**config.mk**
```make
export PLATFORM = sky130hd
export DESIGN_NAME = gpio_plus
export DESIGN_NICKNAME = d
export VERILOG_FILES = /design/src/rtl/gpio_plus_pkg.sv /design/src/rtl/gpio_in_filter.sv /design/src/rtl/gpio_plus.sv
export SDC_FILE = /design/constraint.sdc
export NUM_CORES = 1
export LEC_CHECK = 0
export ABC_AREA = 1
export BUFFER_PORTS_ARGS = -buffer_cell sky130_fd_sc_hd__buf_2
export CAP_MARGIN = 20
export CORE_MARGIN = 4
export CORE_UTILIZATION = 35
export DETAILED_ROUTE_END_ITERATION = 12
export REMOVE_ABC_BUFFERS = 1
export SLEW_MARGIN = 30
export SYNTH_ARGS = -nofsm -noshare
export SYNTH_HDL_FRONTEND = slang
export SYNTH_SLANG_ARGS = --single-unit
```
**constraint.sdc**
```tcl
create_clock -name clk -period 1.8 [get_ports clk]
set_clock_uncertainty 0.15 [all_clocks]
set_input_delay 0.18 -clock clk [delete_from_list [all_inputs] [get_ports clk]]
set_output_delay 0.18 -clock clk [all_outputs]
set_load 0.02 [all_outputs]
```
**src/rtl/gpio_plus_pkg.sv**
```systemverilog
// gpio_plus shared definitions: register offsets, TAI edge-mode encodings
// and the byte-enable expansion helper.
// Build switch: define GPIO_DEBOUNCE_EN to get the per-pin debounce counters
// and a writable DBC register; otherwise inputs follow the synchroniser directly.
package gpio_plus_pkg;

  localparam logic [7:0] GPIO_DIN  = 8'h00;
  localparam logic [7:0] GPIO_OPT  = 8'h04;
  localparam logic [7:0] GPIO_OEC  = 8'h08;
  localparam logic [7:0] GPIO_OMD  = 8'h0C;
  localparam logic [7:0] GPIO_TAI  = 8'h10;
  localparam logic [7:0] GPIO_OSET = 8'h14;
  localparam logic [7:0] GPIO_OCLR = 8'h18;
  localparam logic [7:0] GPIO_IPND = 8'h1C;
  localparam logic [7:0] GPIO_DBC  = 8'h20;

  typedef enum logic [1:0] {
    TAI_OFF  = 2'b00,
    TAI_RISE = 2'b01,
    TAI_FALL = 2'b10,
    TAI_BOTH = 2'b11
  } tai_mode_e;

  // Expand 4 byte enables into a 32-bit bit mask.
  function automatic logic [31:0] byte_mask(input logic [3:0] sel);
    logic [31:0] m;
    m = '0;
    for (int i = 0; i < 4; i++) begin
      m[8*i +: 8] = {8{sel[i]}};
    end
    return m;
  endfunction

endpackage

```
**src/rtl/gpio_in_filter.sv**
```systemverilog
// gpio_in_filter: one pin's input path. SYNC_STG-deep synchroniser followed
// by a debounce filter: filt only moves to a new level once that level has
// been seen for dbc+1 consecutive cycles. With dbc tied to zero the counter
// never leaves zero and filt simply follows the synchroniser one edge later.
module gpio_in_filter #(
  parameter int SYNC_STG = 2,
  parameter int DBC_W    = 16
) (
  input  logic             clk,
  input  logic             rst,
  input  logic             pin_in,
  input  logic [DBC_W-1:0] dbc,
  output logic             filt
);

  logic [SYNC_STG-1:0] sync_reg;
  logic                sync;
  logic                filt_reg, filt_next;
  logic [DBC_W-1:0]    cnt_reg, cnt_next;

  assign sync = sync_reg[SYNC_STG-1];

  // Synchroniser shift chain for the asynchronous pin.
  always_ff @(posedge clk) begin
    if (rst) sync_reg <= '0;
    else     sync_reg <= {sync_reg[SYNC_STG-2:0], pin_in};
  end

  // Debounce decision; >= so a threshold lowered mid-count resolves at once.
  always_comb begin
    filt_next = filt_reg;
    cnt_next  = cnt_reg;
    if (sync == filt_reg) begin
      cnt_next = '0;
    end else if (cnt_reg >= dbc) begin
      filt_next = sync;
      cnt_next  = '0;
    end else begin
      cnt_next = cnt_reg + DBC_W'(1);
    end
  end

  // Filter state registers.
  always_ff @(posedge clk) begin
    if (rst) begin
      filt_reg <= 1'b0;
      cnt_reg  <= '0;
    end else begin
      filt_reg <= filt_next;
      cnt_reg  <= cnt_next;
    end
  end

  assign filt = filt_reg;

endmodule

```
**src/rtl/gpio_plus.sv**
```systemverilog
// gpio_plus: parametrised GPIO controller. Byte-masked register writes,
// atomic OSET/OCLR, input/latch/push-pull/open-drain modes, edge interrupts
// with sticky write-1-to-clear pending bits, registered one-cycle reads.
// Build switch: GPIO_DEBOUNCE_EN enables the DBC register and debounce counters.
module gpio_plus
  import gpio_plus_pkg::*;
#(
  parameter int GPIO_W   = 32,
  parameter int IRQ_W    = 16,
  parameter int SYNC_STG = 2,
  parameter int DBC_W    = 16
) (
  input  logic              clk,
  input  logic              rst,
  input  logic [7:0]        waddr_i,
  input  logic [31:0]       data_i,
  input  logic [3:0]        sel_i,
  input  logic              we_i,
  input  logic [7:0]        raddr_i,
  input  logic              rd_i,
  output logic [31:0]       data_o,
  output logic [GPIO_W-1:0] gpio_oe,
  output logic [GPIO_W-1:0] gpio_out,
  output logic [IRQ_W-1:0]  gpio_irq,
  input  logic [GPIO_W-1:0] gpio_in
);

  localparam int IRQ_BASE = GPIO_W - IRQ_W;
  localparam int TAI_W    = 2 * IRQ_W;

  logic [GPIO_W-1:0] opt_reg, opt_next;
  logic [GPIO_W-1:0] oec_reg, oec_next;
  logic [GPIO_W-1:0] omd_reg, omd_next;
  logic [GPIO_W-1:0] din_reg, din_next;
  logic [GPIO_W-1:0] filt;
  logic [TAI_W-1:0]  tai_reg, tai_next;
  logic [IRQ_W-1:0]  ipnd_reg, ipnd_next;
  logic [IRQ_W-1:0]  ipnd_clr, irq_set;
  logic [IRQ_W-1:0]  filt_irq, filt_d_reg, rise_reg, fall_reg;
  logic [31:0]       wr_mask, wr_bits, rd_data;
  logic [DBC_W-1:0]  dbc_val;

  assign wr_mask = byte_mask(sel_i);
  assign wr_bits = data_i & wr_mask;

`ifdef GPIO_DEBOUNCE_EN
  logic [DBC_W-1:0] dbc_reg;

  // Debounce threshold register, byte-masked.
  always_ff @(posedge clk) begin
    if (rst)
      dbc_reg <= '0;
    else if (we_i && waddr_i == GPIO_DBC)
      dbc_reg <= (dbc_reg & ~wr_mask[DBC_W-1:0]) | wr_bits[DBC_W-1:0];
  end

  assign dbc_val = dbc_reg;
`else
  // Zero threshold: the filter counters collapse to constants.
  assign dbc_val = '0;
`endif

  genvar gi;

  // Per-pin input path and DIN update (held while the pin is in latch mode).
  for (gi = 0; gi < GPIO_W; gi++) begin : g_pin
    gpio_in_filter #(
      .SYNC_STG(SYNC_STG),
      .DBC_W   (DBC_W)
    ) u_filter (
      .clk   (clk),
      .rst   (rst),
      .pin_in(gpio_in[gi]),
      .dbc   (dbc_val),
      .filt  (filt[gi])
    );
    assign din_next[gi] = (!oec_reg[gi] && omd_reg[gi]) ? din_reg[gi] : filt[gi];
  end

  assign filt_irq = filt[GPIO_W-1 -: IRQ_W];

  // Qualify each line's registered edge flags with its TAI mode.
  for (gi = 0; gi < IRQ_W; gi++) begin : g_irq
    tai_mode_e mode;
    assign mode = tai_mode_e'(tai_reg[2*gi +: 2]);
    assign irq_set[gi] = (rise_reg[gi] && (mode == TAI_RISE || mode == TAI_BOTH)) ||
                         (fall_reg[gi] && (mode == TAI_FALL || mode == TAI_BOTH));
  end

  // Control register write decode.
  always_comb begin
    opt_next = opt_reg;
    oec_next = oec_reg;
    omd_next = omd_reg;
    tai_next = tai_reg;
    if (we_i) begin
      case (waddr_i)
        GPIO_OPT:  opt_next = (opt_reg & ~wr_mask[GPIO_W-1:0]) | wr_bits[GPIO_W-1:0];
        GPIO_OEC:  oec_next = (oec_reg & ~wr_mask[GPIO_W-1:0]) | wr_bits[GPIO_W-1:0];
        GPIO_OMD:  omd_next = (omd_reg & ~wr_mask[GPIO_W-1:0]) | wr_bits[GPIO_W-1:0];
        GPIO_TAI:  tai_next = (tai_reg & ~wr_mask[TAI_W-1:0]) | wr_bits[TAI_W-1:0];
        GPIO_OSET: opt_next = opt_reg | wr_bits[GPIO_W-1:0];
        GPIO_OCLR: opt_next = opt_reg & ~wr_bits[GPIO_W-1:0];
        default:   ;
      endcase
    end
  end

  // Sticky pending bits: a new event in the same cycle beats a W1C.
  assign ipnd_clr  = (we_i && waddr_i == GPIO_IPND) ? wr_bits[IRQ_W-1:0] : '0;
  assign ipnd_next = (ipnd_reg & ~ipnd_clr) | irq_set;

  // Register file, DIN capture and edge-detect pipeline.
  always_ff @(posedge clk) begin
    if (rst) begin
      opt_reg    <= '0;
      oec_reg    <= '0;
      omd_reg    <= '0;
      tai_reg    <= '0;
      din_reg    <= '0;
      ipnd_reg   <= '0;
      filt_d_reg <= '0;
      rise_reg   <= '0;
      fall_reg   <= '0;
    end else begin
      opt_reg    <= opt_next;
      oec_reg    <= oec_next;
      omd_reg    <= omd_next;
      tai_reg    <= tai_next;
      din_reg    <= din_next;
      ipnd_reg   <= ipnd_next;
      filt_d_reg <= filt_irq;
      rise_reg   <= filt_irq & ~filt_d_reg;
      fall_reg   <= ~filt_irq & filt_d_reg;
    end
  end

  // Read mux; write-only and unmapped offsets return zero.
  always_comb begin
    rd_data = '0;
    case (raddr_i)
      GPIO_DIN:  rd_data = 32'(din_reg);
      GPIO_OPT:  rd_data = 32'(opt_reg);
      GPIO_OEC:  rd_data = 32'(oec_reg);
      GPIO_OMD:  rd_data = 32'(omd_reg);
      GPIO_TAI:  rd_data = 32'(tai_reg);
      GPIO_IPND: rd_data = 32'(ipnd_reg);
      GPIO_DBC:  rd_data = 32'(dbc_val);
      default:   rd_data = '0;
    endcase
  end

  // Registered read data, held between reads.
  always_ff @(posedge clk) begin
    if (rst)       data_o <= '0;
    else if (rd_i) data_o <= rd_data;
  end

  // Pin drivers: push-pull when OEC=1/OMD=0, open-drain when both set.
  assign gpio_oe  = oec_reg & ~(omd_reg & opt_reg);
  assign gpio_out = oec_reg & ~omd_reg & opt_reg;
  assign gpio_irq = ipnd_reg;

endmodule

```
# --- Word level (Yosys, flattened, before mapping) ---
# Index checks and enable logic that the tools add are counted.
classes:
  n_lt_le_gt_ge: 32
  bitwise: 58
  muxes: 3
  n_addsub: 32
  n_reduce_logical: 215
  n_eq_ne: 92
op_table:
  columns: ["op", "count"]
  rows:
  - ["$add 16x1->16 const B", 32]
  - ["$ge 16x1->1 const B", 32]
  - ["$and 32x32->32", 10]
  - ["$pmux 32 s6", 1]
  - ["$or 32x32->32", 5]
  - ["$not 32->32", 4]
  - ["$pmux 32 s3", 1]
  - ["$reduce_or 3->1", 32]
  - ["$reduce_and 2->1", 36]
  - ["$logic_and 1x1->1", 65]
  - ["$eq 2x2->1 const B", 32]
  - ["$and 16x16->16", 3]
  - ["$eq 8x5->1 const B", 6]
  - ["$logic_or 1x1->1", 48]
  - ["$not 16->16", 3]
  - ["$eq 1x1->1", 32]
  - ["$eq 2x1->1 const B", 16]
  - ["$eq 8x4->1 const B", 4]
  - ["$logic_not 1->1", 32]
  - ["$not 1->1", 32]
  - ["$eq 8x3->1 const B", 2]
  - ["$mux 16", 1]
  - ["$or 16x16->16", 1]
  - ["$logic_not 8->1", 1]
  - ["$reduce_bool 3->1", 1]
totals:
  elab_cells: 569
  inputBits: 88
  register_bits: 864
  out_inout_bits: 112

# --- Depth between registers and ports, before layout ---
# Gate-level depths: netlist of run 1.
logic_depth:
  ltp_word: 6
  mapped_depth: 10
  ltp_nobuf: 9

# --- Hierarchy ---
# A second synthesis of run 1 with hierarchy kept.
unflattened:
  cells_unflattened: 7321
  hier_area_um2: 53149.7
by_module_without_submodules:
  columns: ["mod", "area_per_inst_um2", "n_inst", "cells_each", "seq_area_each_um2"]
  rows:
  - ["gpio_in_filter", 1300.0, 32, 176, 380.4]
  - ["gpio_plus", 11549.8, 1, 1689, 5124.9]

# --- Least setup slack after synthesis of run 1 ---
# OpenSTA, ideal clock, no wires.
synth_path:
  path_kind: "input-to-reg"
  startpoint: "in waddr_i[7]"
  endpoint: "reg with a tool-made name"
  t_required_ps: 1518
  setup_ps: 132
  path_buffers: 0
  path_slack_ps: 360
  arrival_time_ps: 1157
  path_stages: 8
  path_cell_list: "nor2_1 > nand2_2 > nor3_4 > nand2_1 > nor2_4 > inv_1 > nand2_1 > a21oi_1"
synth_lines:
  columns: ["element", "line", "source"]
  rows:
  - ["start, declared", "gpio_plus.sv:15", "input logic [7:0] waddr_i,"]

==> Implementation_results.wiki, run 1 <==
{| class="wikitable"
! Metric !! Value
|-
| Max-cap viol count || 0
|-
| Number of vias per cell || 4.99
|-
| Std cell rows || 72
|-
| CP max stage delay || 0.40 ns
|-
| Average wire per standard cell || 17.0 um
|-
| Worst R2R End || data_o[25]
|-
| Fmax achieved || 568 MHz
|-
| Area growth from synthesis to layout || 28.6%
|-
| Total of flip-flops plus latches after synthesis || 352
|-
| Sinks on Clock Net || 352
|-
| Overall track demand over capacity in global routing || 20.6%
|-
| Floorplan Core Area || 38900 um^2
|-
| Number of H-tree levels || 2
|-
| Signal arrival time at the worst endpoint || 1.43 ns
|-
| Number of max-slew violations in the final report || 0
|-
| 1st-pass router iterations || 6
|-
| X dimension of the die || 207 um
|-
| Count of cells along the worst register-to-register path || 4
|-
| Final WL || 46.0 mm
|-
| First-iteration detailed-routing DRC count || 1185
|-
| Share of total power consumed by net switching || 22.7%
|-
| Fraction of post-synthesis cell area in the top cell type by area || 50.7%
|-
| Number of global-route vias before repair || 12900
|-
| RSZ-0062 raised after global routing || true
|-
| Share of cells above drive strength 1 || 16.6%
|-
| Critical path buffer and inverter count || 1
|-
| Part of the Yosys area used for sequential elements || 50.7%
|-
| Number of logic stages on the critical path including buffering || 2
|-
| Clock input transition at the sequential cells of the worst setup and hold paths || 0.05 ns
|-
| Die area || 43000 um^2
|-
| Areal power density over the cells || 958 nW/um^2
|-
| Final Cycle Share || 97.8%
|-
| Internal power consumption || 13.2 mW
|-
| First-pass GRT wire length || 71.7 mm
|-
| Dominant delay contributor by cell family on the critical path || flip-flops
|-
| CTS root buf || sky130_fd_sc_hd__clkbuf_16
|-
| # port buffers || 199
|-
| Clock tree from TritonCTS || done
|-
| Antenna Violating Nets Remaining || 0
|-
| Slew at the pin closest to its max-slew limit || 0.576 ns
|-
| GRT Residual Overflow || 0
|-
| Clock buffers created by TritonCTS || 40
|-
| Final estimated routing congestion in global placement || 0.869
|-
| Final Power || 17.1 mW
|-
| Cell Area, Synth || 13900 um^2
|-
| Synthesized netlist cell count || 1882
|-
| Net total in the final layout || 2247
|-
| Final-layout setup total negative slack || 0 ns
|-
| Relative contribution of the clock network to total power || 47.8%
|-
| Syn avg cell area || 7.39 um^2
|-
| IR drop worst, VDD || 634 uV
|-
| Estimated wirelength of the detail-placed design || 31.3 mm
|-
| Worst-Skew Late Latency || 0.55 ns
|-
| CP max-delay cell || sky130_fd_sc_hd__dfxtp_1
|-
| # DRC || 0
|-
| Critical-path cell list || a21oi_2 -> buf_2
|-
| Total of endpoints with negative setup slack in the final report || 0
|-
| Status || finished, final reports clean
|-
| Flop pwr share || 46.6%
|-
| Buffer levels on the longest clock path || 3
|-
| Worst slew margin || 61.4%
|-
| Switch Pwr || 3.89 mW
|-
| Maximum number of pins on one net before global-route repair || 108
|-
| Die height || 207 um
|-
| Share of total power in combinational logic || 5.6%
|-
| Largest driver fanout on the critical path || 6
|-
| Synth area leader || sky130_fd_sc_hd__dfxtp_1
|-
| Worst Setup End Kind || output pin
|-
| Total leakage power || 7.41 nW
|-
| Total via count in the routed design || 13500
|-
| Worst R2R Setup Slack || 0.57 ns
|-
| Final period demand of the worst path || 1.76 ns
|-
| CP required || 1.47 ns
|-
| Number of different library cells in the post-synthesis netlist || 29
|-
| Kind of start point of the critical path || flop
|-
| Count of warnings emitted by yosys || 0
|-
| Initial cell density of the core || 35.7%
|-
| Biggest area contributors in the synthesized netlist || sky130_fd_sc_hd__dfxtp_1 51%, sky130_fd_sc_hd__nand2_1 9.1%, sky130_fd_sc_hd__a21oi_1 7.3%
|-
| Initial antenna violation count || 1
|-
| End point of the critical path || gpio_oe[11]
|-
| # IOs || 200
|-
| Worst min-delay path category || in -> reg
|-
| Hold Vio Cnt, Final || 0
|-
| Worst setup path class || reg -> out
|}
worst min path at each step:
stage,from,endpoint,slack [ns],cells after the start
2_1_floorplan,rst,flop,0.1,1
3_3_place_gp,gpio_in[30],g_pin[30].u_filter.sync_reg[0],0.23,3
3_5_place_dp,gpio_in[30],g_pin[30].u_filter.sync_reg[0],0.24,3
4_1_cts,sel_i[1],opt_reg[12],0.003,4
5_1_grt,sel_i[1],opt_reg[15],0.05,4
6_report,rd_i,data_o[17],0.04,5
synthesized netlist by cell type, drive strengths merged:
master    n
o21ai   163
inv     213
nand3   155
nand2   342
buf      46
clkinv    2
a31oi    16
a311oi    5
nand4     1
a21oi   202
dfxtp   352
clkbuf   45
nor3b     1
o21bai   16
nand3b   16
nor3     34
nor2    260
o22ai    13
area by class of cell:
cell class	instances	area (um^2)
sequential	352	7050
clock inverter	8	105
fill	3938	21000
tap	518	648
clock buffer	62	1220
multi-input combinational	1224	5710
antenna	1	2.50
inverter	215	807
timing repair buffer	326	2330
metal layers:
layer | track usage [%] | up-vias | part of all wire, %
met2 | 33.2 | 492 | 45
met1 | 27.4 | 6297 | 44
li1 | - | 6621 | -
met4 | 6.50 | 2 | 2.6
met5 | 0 | - | 0.015
met3 | 5.02 | 89 | 7.9
power groups by stage:
stage | Combinational, mW | Sequential (mW) | Clock, mW
final | 0.958 | 7.98 | 8.19
after global placement | 0.831 | 8.15 | 0
after CTS | 0.959 | 7.98 | 8.38
after floorplan | 0.326 | 8.16 | 0
after global routing | 1.06 | 7.99 | 8.70
after detailed placement | 0.837 | 8.15 | 0
metrics by stage:
stage	cell area [um^2]	utilization (%)	instances	setup WS, ns	hold WS, ns
after CTS	17800	45.8	2705	-0.0408	0.00265
after detailed placement	15800	40.5	2567	-0.0421	0.237
after floorplan	13500	-	1791	-0.815	0.0991
after global routing	17900	45.9	2705	-0.0110	0.0480
after global placement	15800	40.5	2567	0.0394	0.231
final	17900	45.9	2706	0.0403	0.0383
tightest hold or removal path: cells and delay by family:
kind	cells	cell delay [ns]
buffers and inverters	3	0.38
AO/OA/AOI/OAI	1	0.05
AND/OR/NAND/NOR	1	0.06
cell usage in the layout, fill, tap and decap left out, types with 11 or more instances in the layout:
cell / instances
sky130_fd_sc_hd__o21bai_1: 16
sky130_fd_sc_hd__nor2_1: 246
sky130_fd_sc_hd__o22ai_1: 13
sky130_fd_sc_hd__dfxtp_1: 346
sky130_fd_sc_hd__clkbuf_1: 11
sky130_fd_sc_hd__nor3_1: 25
sky130_fd_sc_hd__nand3_1: 155
sky130_fd_sc_hd__clkbuf_16: 42
sky130_fd_sc_hd__buf_12: 15
sky130_fd_sc_hd__buf_4: 49
sky130_fd_sc_hd__buf_2: 192
sky130_fd_sc_hd__nand2_1: 336
sky130_fd_sc_hd__a21oi_1: 196
sky130_fd_sc_hd__a31oi_1: 16
sky130_fd_sc_hd__dlygate4sd3_1: 68
sky130_fd_sc_hd__inv_1: 210
sky130_fd_sc_hd__nand3b_1: 16
sky130_fd_sc_hd__o21ai_0: 158
cells by family after synthesis:
logic type | share of synthesized area (%)
compound gates | 15.7
buf+inv | 8.93
flops | 50.7
simple gates | 24.7
what timing repair did:
item / CTS / global route
setup endpoints to repair: 9 / 15
hold buffers: 68 / 0
pin swaps: 0 / 3
setup buffers: 0 / 0
endpoints found under the hold margin: 190 / 0
gates resized for setup: 12 / 23
Note: power is estimated with default switching activity, not from simulation.
==> run 2, diff against run 1 <==
Settings changed: ABC_AREA 1 to default.
==> run 2 against run 1 <==
Design area is 1.2% higher. Critical path depth unchanged. Sequential power about the same. Clock-buffer cell count down 4. Largest power group unchanged.
==> Implementation_results.wiki, run 2 <==
{| class="wikitable"
! Metric !! Value
|-
| Worst Setup End Kind || output pin
|-
| Worst slew margin || 61.3%
|-
| Share of cells above drive strength 1 || 23.9%
|-
| Cell with the most instances after synthesis || sky130_fd_sc_hd__dfxtp_1
|-
| Number of global-route vias before repair || 10700
|-
| Syn avg cell area || 10.5 um^2
|-
| Post-Place Cells || 2046
|-
| Most common library cells after synthesis || 352 x sky130_fd_sc_hd__dfxtp_1, 174 x sky130_fd_sc_hd__nor2b_1, 162 x sky130_fd_sc_hd__mux2i_1
|-
| Clock input transition at the sequential cells of the worst setup and hold paths || 0.06 ns
|-
| Fillers || 3667
|-
| Worst setup path class || reg -> out
|-
| Total of endpoints with negative setup slack in the final report || 0
|-
| Sinks on Clock Net || 352
|-
| First-pass GRT wire length || 65.4 mm
|-
| Number of vias per cell || 5.10
|-
| Area growth from synthesis to layout || 31.0%
|-
| Die area || 42700 um^2
|-
| Biggest area contributors in the synthesized netlist || sky130_fd_sc_hd__dfxtp_1 51%, sky130_fd_sc_hd__mux2i_1 12%, sky130_fd_sc_hd__nor2b_1 7.9%
|-
| Final setup slack of the worst path || 0.0414 ns
|-
| Floorplan Core Area || 38800 um^2
|-
| # IOs || 200
|-
| Worst R2R End || data_o[13]
|-
| Number of max-slew violations in the final report || 0
|-
| First-iteration detailed-routing DRC count || 755
|-
| Count of warnings emitted by yosys || 0
|-
| Final WL || 43.9 mm
|-
| Signal arrival time at the worst endpoint || 1.43 ns
|-
| Maximum number of pins on one net before global-route repair || 90
|-
| Initial antenna violation count || 3
|-
| Average wire per standard cell || 20.1 um
|-
| Max-cap viol count || 0
|-
| Number of logic stages on the critical path including buffering || 2
|-
| Largest driver fanout on the critical path || 5
|-
| Antenna Violating Nets Remaining || 0
|-
| Kind of start point of the critical path || flop
|-
| Startpoint of the tightest hold check path || sel_i[1]
|-
| Final non-filler cell total || 2181
|-
| Hold Vio Cnt, Final || 0
|-
| Synth area leader || sky130_fd_sc_hd__dfxtp_1
|-
| CP max-delay cell || sky130_fd_sc_hd__dfxtp_1
|-
| Final period demand of the worst path || 1.76 ns
|-
| Met3 usage || 3.50%
|-
| Area post-placement || 16100 um^2
|-
| Cells on Worst Hold Path || 5
|-
| Number of different library cells in the post-synthesis netlist || 58
|-
| X dimension of the die || 207 um
|-
| Worst min-delay path category || in -> reg
|-
| Clock buffers created by TritonCTS || 39
|-
| 1st-pass router iterations || 5
|-
| # DRC || 0
|-
| Number of H-tree levels || 2
|-
| Critical path buffer and inverter count || 1
|-
| Status || finished, final reports clean
|-
| Final-layout setup total negative slack || 0 ns
|-
| Total of flip-flops plus latches after synthesis || 352
|-
| Area used by multi-input combinational logic || 6450 um^2
|-
| CP required || 1.47 ns
|-
| Count of cells along the worst register-to-register path || 4
|-
| Part of the Yosys area used for sequential elements || 51.0%
|-
| Critical-path cell list || a21boi_0 -> buf_2
|-
| Global routing usage on met2 || 31.9%
|-
| Met1 track demand over resource in global routing || 27.1%
|-
| Asr flop ratio synth || 0%
|-
| CTS root buf || sky130_fd_sc_hd__clkbuf_16
|-
| Final estimated routing congestion in global placement || 0.830
|-
| Estimated wirelength of the detail-placed design || 31.6 mm
|-
| # port buffers || 199
|-
| Share of the core filled with cells in the final layout || 46.6%
|-
| Total leakage power || 8.08 nW
|-
| Overall track demand over capacity in global routing || 20.1%
|-
| Worst R2R Setup Slack || 0.29 ns
|-
| Final Power || 17.2 mW
|-
| Area taken by flip-flops and latches || 7050 um^2
|-
| Post-synth EDFFs || 0
|-
| Slew at the pin closest to its max-slew limit || 0.575 ns
|-
| Commonest non-fill, non-tap cell in the layout || sky130_fd_sc_hd__dfxtp_1
|-
| CP max stage delay || 0.40 ns
|-
| Final Cycle Share || 97.7%
|-
| Worst hold-check slack || 0.0524 ns
|-
| Die height || 207 um
|-
| Routing layer with the top usage in global route || met2
|-
| Fmax achieved || 569 MHz
|-
| Areal power density over the cells || 952 nW/um^2
|-
| Initial cell density of the core || 35.6%
|-
| Dominant delay contributor by cell family on the critical path || flip-flops
|-
| Synthesized netlist cell count || 1315
|-
| Design area || 18100 um^2
|-
| GRT Residual Overflow || 0
|-
| Net total in the final layout || 1723
|-
| Most used cells in the layout excluding fill and tap cells || 350 x sky130_fd_sc_hd__dfxtp_1, 198 x sky130_fd_sc_hd__buf_2, 174 x sky130_fd_sc_hd__nor2b_1, 162 x sky130_fd_sc_hd__mux2i_1, 149 x sky130_fd_sc_hd__nor2_1
|-
| Clock tree from TritonCTS || done
|-
| Total via count in the routed design || 11100
|-
| RSZ-0062 raised after global routing || false
|-
| Worst-Skew Late Latency || 0.55 ns
|-
| Buffer levels on the longest clock path || 3
|-
| Cell Area, Synth || 13800 um^2
|-
| Fraction of post-synthesis cell area in the top cell type by area || 51.0%
|-
| Std cell rows || 72
|-
| Main flop type after synthesis || sky130_fd_sc_hd__dfxtp_1
|-
| IR drop worst, VDD || 537 uV
|-
| Pre-CTS worst setup slack || -0.307 ns
|}
-- run 2: worst max path at each step --
stage               start           to  slack [ns]
2_1_floorplan  waddr_i[5]  opt_reg[10]       -0.27
3_3_place_gp   waddr_i[5]   opt_reg[9]       -0.28
3_5_place_dp   waddr_i[5]   opt_reg[9]       -0.31
4_1_cts              flop  gpio_oe[12]       0.006
5_1_grt              flop  gpio_oe[12]       0.006
6_report             flop  gpio_oe[23]        0.04
-- run 2: cell families (layout without fill, tap and decap cells) --
group           Yosys count  in the layout  share of synthesized area (%)
compound gates          232            232                           13.2
xor+xnor                  1              1                         0.0634
buf+inv                  80            426                           2.37
flops                   352            352                           51.0
mux                     168            168                           12.6
other cells               0              2                              0
simple gates            482            482                           20.8
-- run 2: layer usage --
layer	vias to the layer above	wire, um	share of wire, %
li1	5364	-	-
met1	5338	19600	45
met2	331	20000	46
met3	96	2670	6.1
met4	2	1620	3.7
met5	-	7	0.016
-- run 2: cell type report --
type	instances	share of cell area [%]
Multi-Input combinational cell	883	35.7
Clock inverter	9	0.837
Tap cell	518	3.58
Inverter	1	0.0208
Timing Repair Buffer	358	14.3
Sequential cell	352	39.0
Clock buffer	58	6.58
Antenna cell	2	0.0277
-- run 2: tightest hold or removal path, delay by kind of cell --
| kind | cells | cell delay (ns) |
|---|---|---|
| mux | 1 | 0.08 |
| buf+inv | 2 | 0.30 |
| simple gates | 2 | 0.17 |
-- run 2: what timing repair did --
item | 4_1_cts | 5_1_grt
endpoints found under the hold margin | 197 | 0
hold buffers | 66 | 0
endpoints found under the setup margin | 13 | 10
gates resized for setup | 14 | 11
buffers inserted | 0 | 0
-- run 2: power breakdown --
group,internal [mW],switching [mW]
Clock,5.13,3.19
Combinational,0.406,0.517
Sequential,7.92,0.0547
Total,13.5,3.77
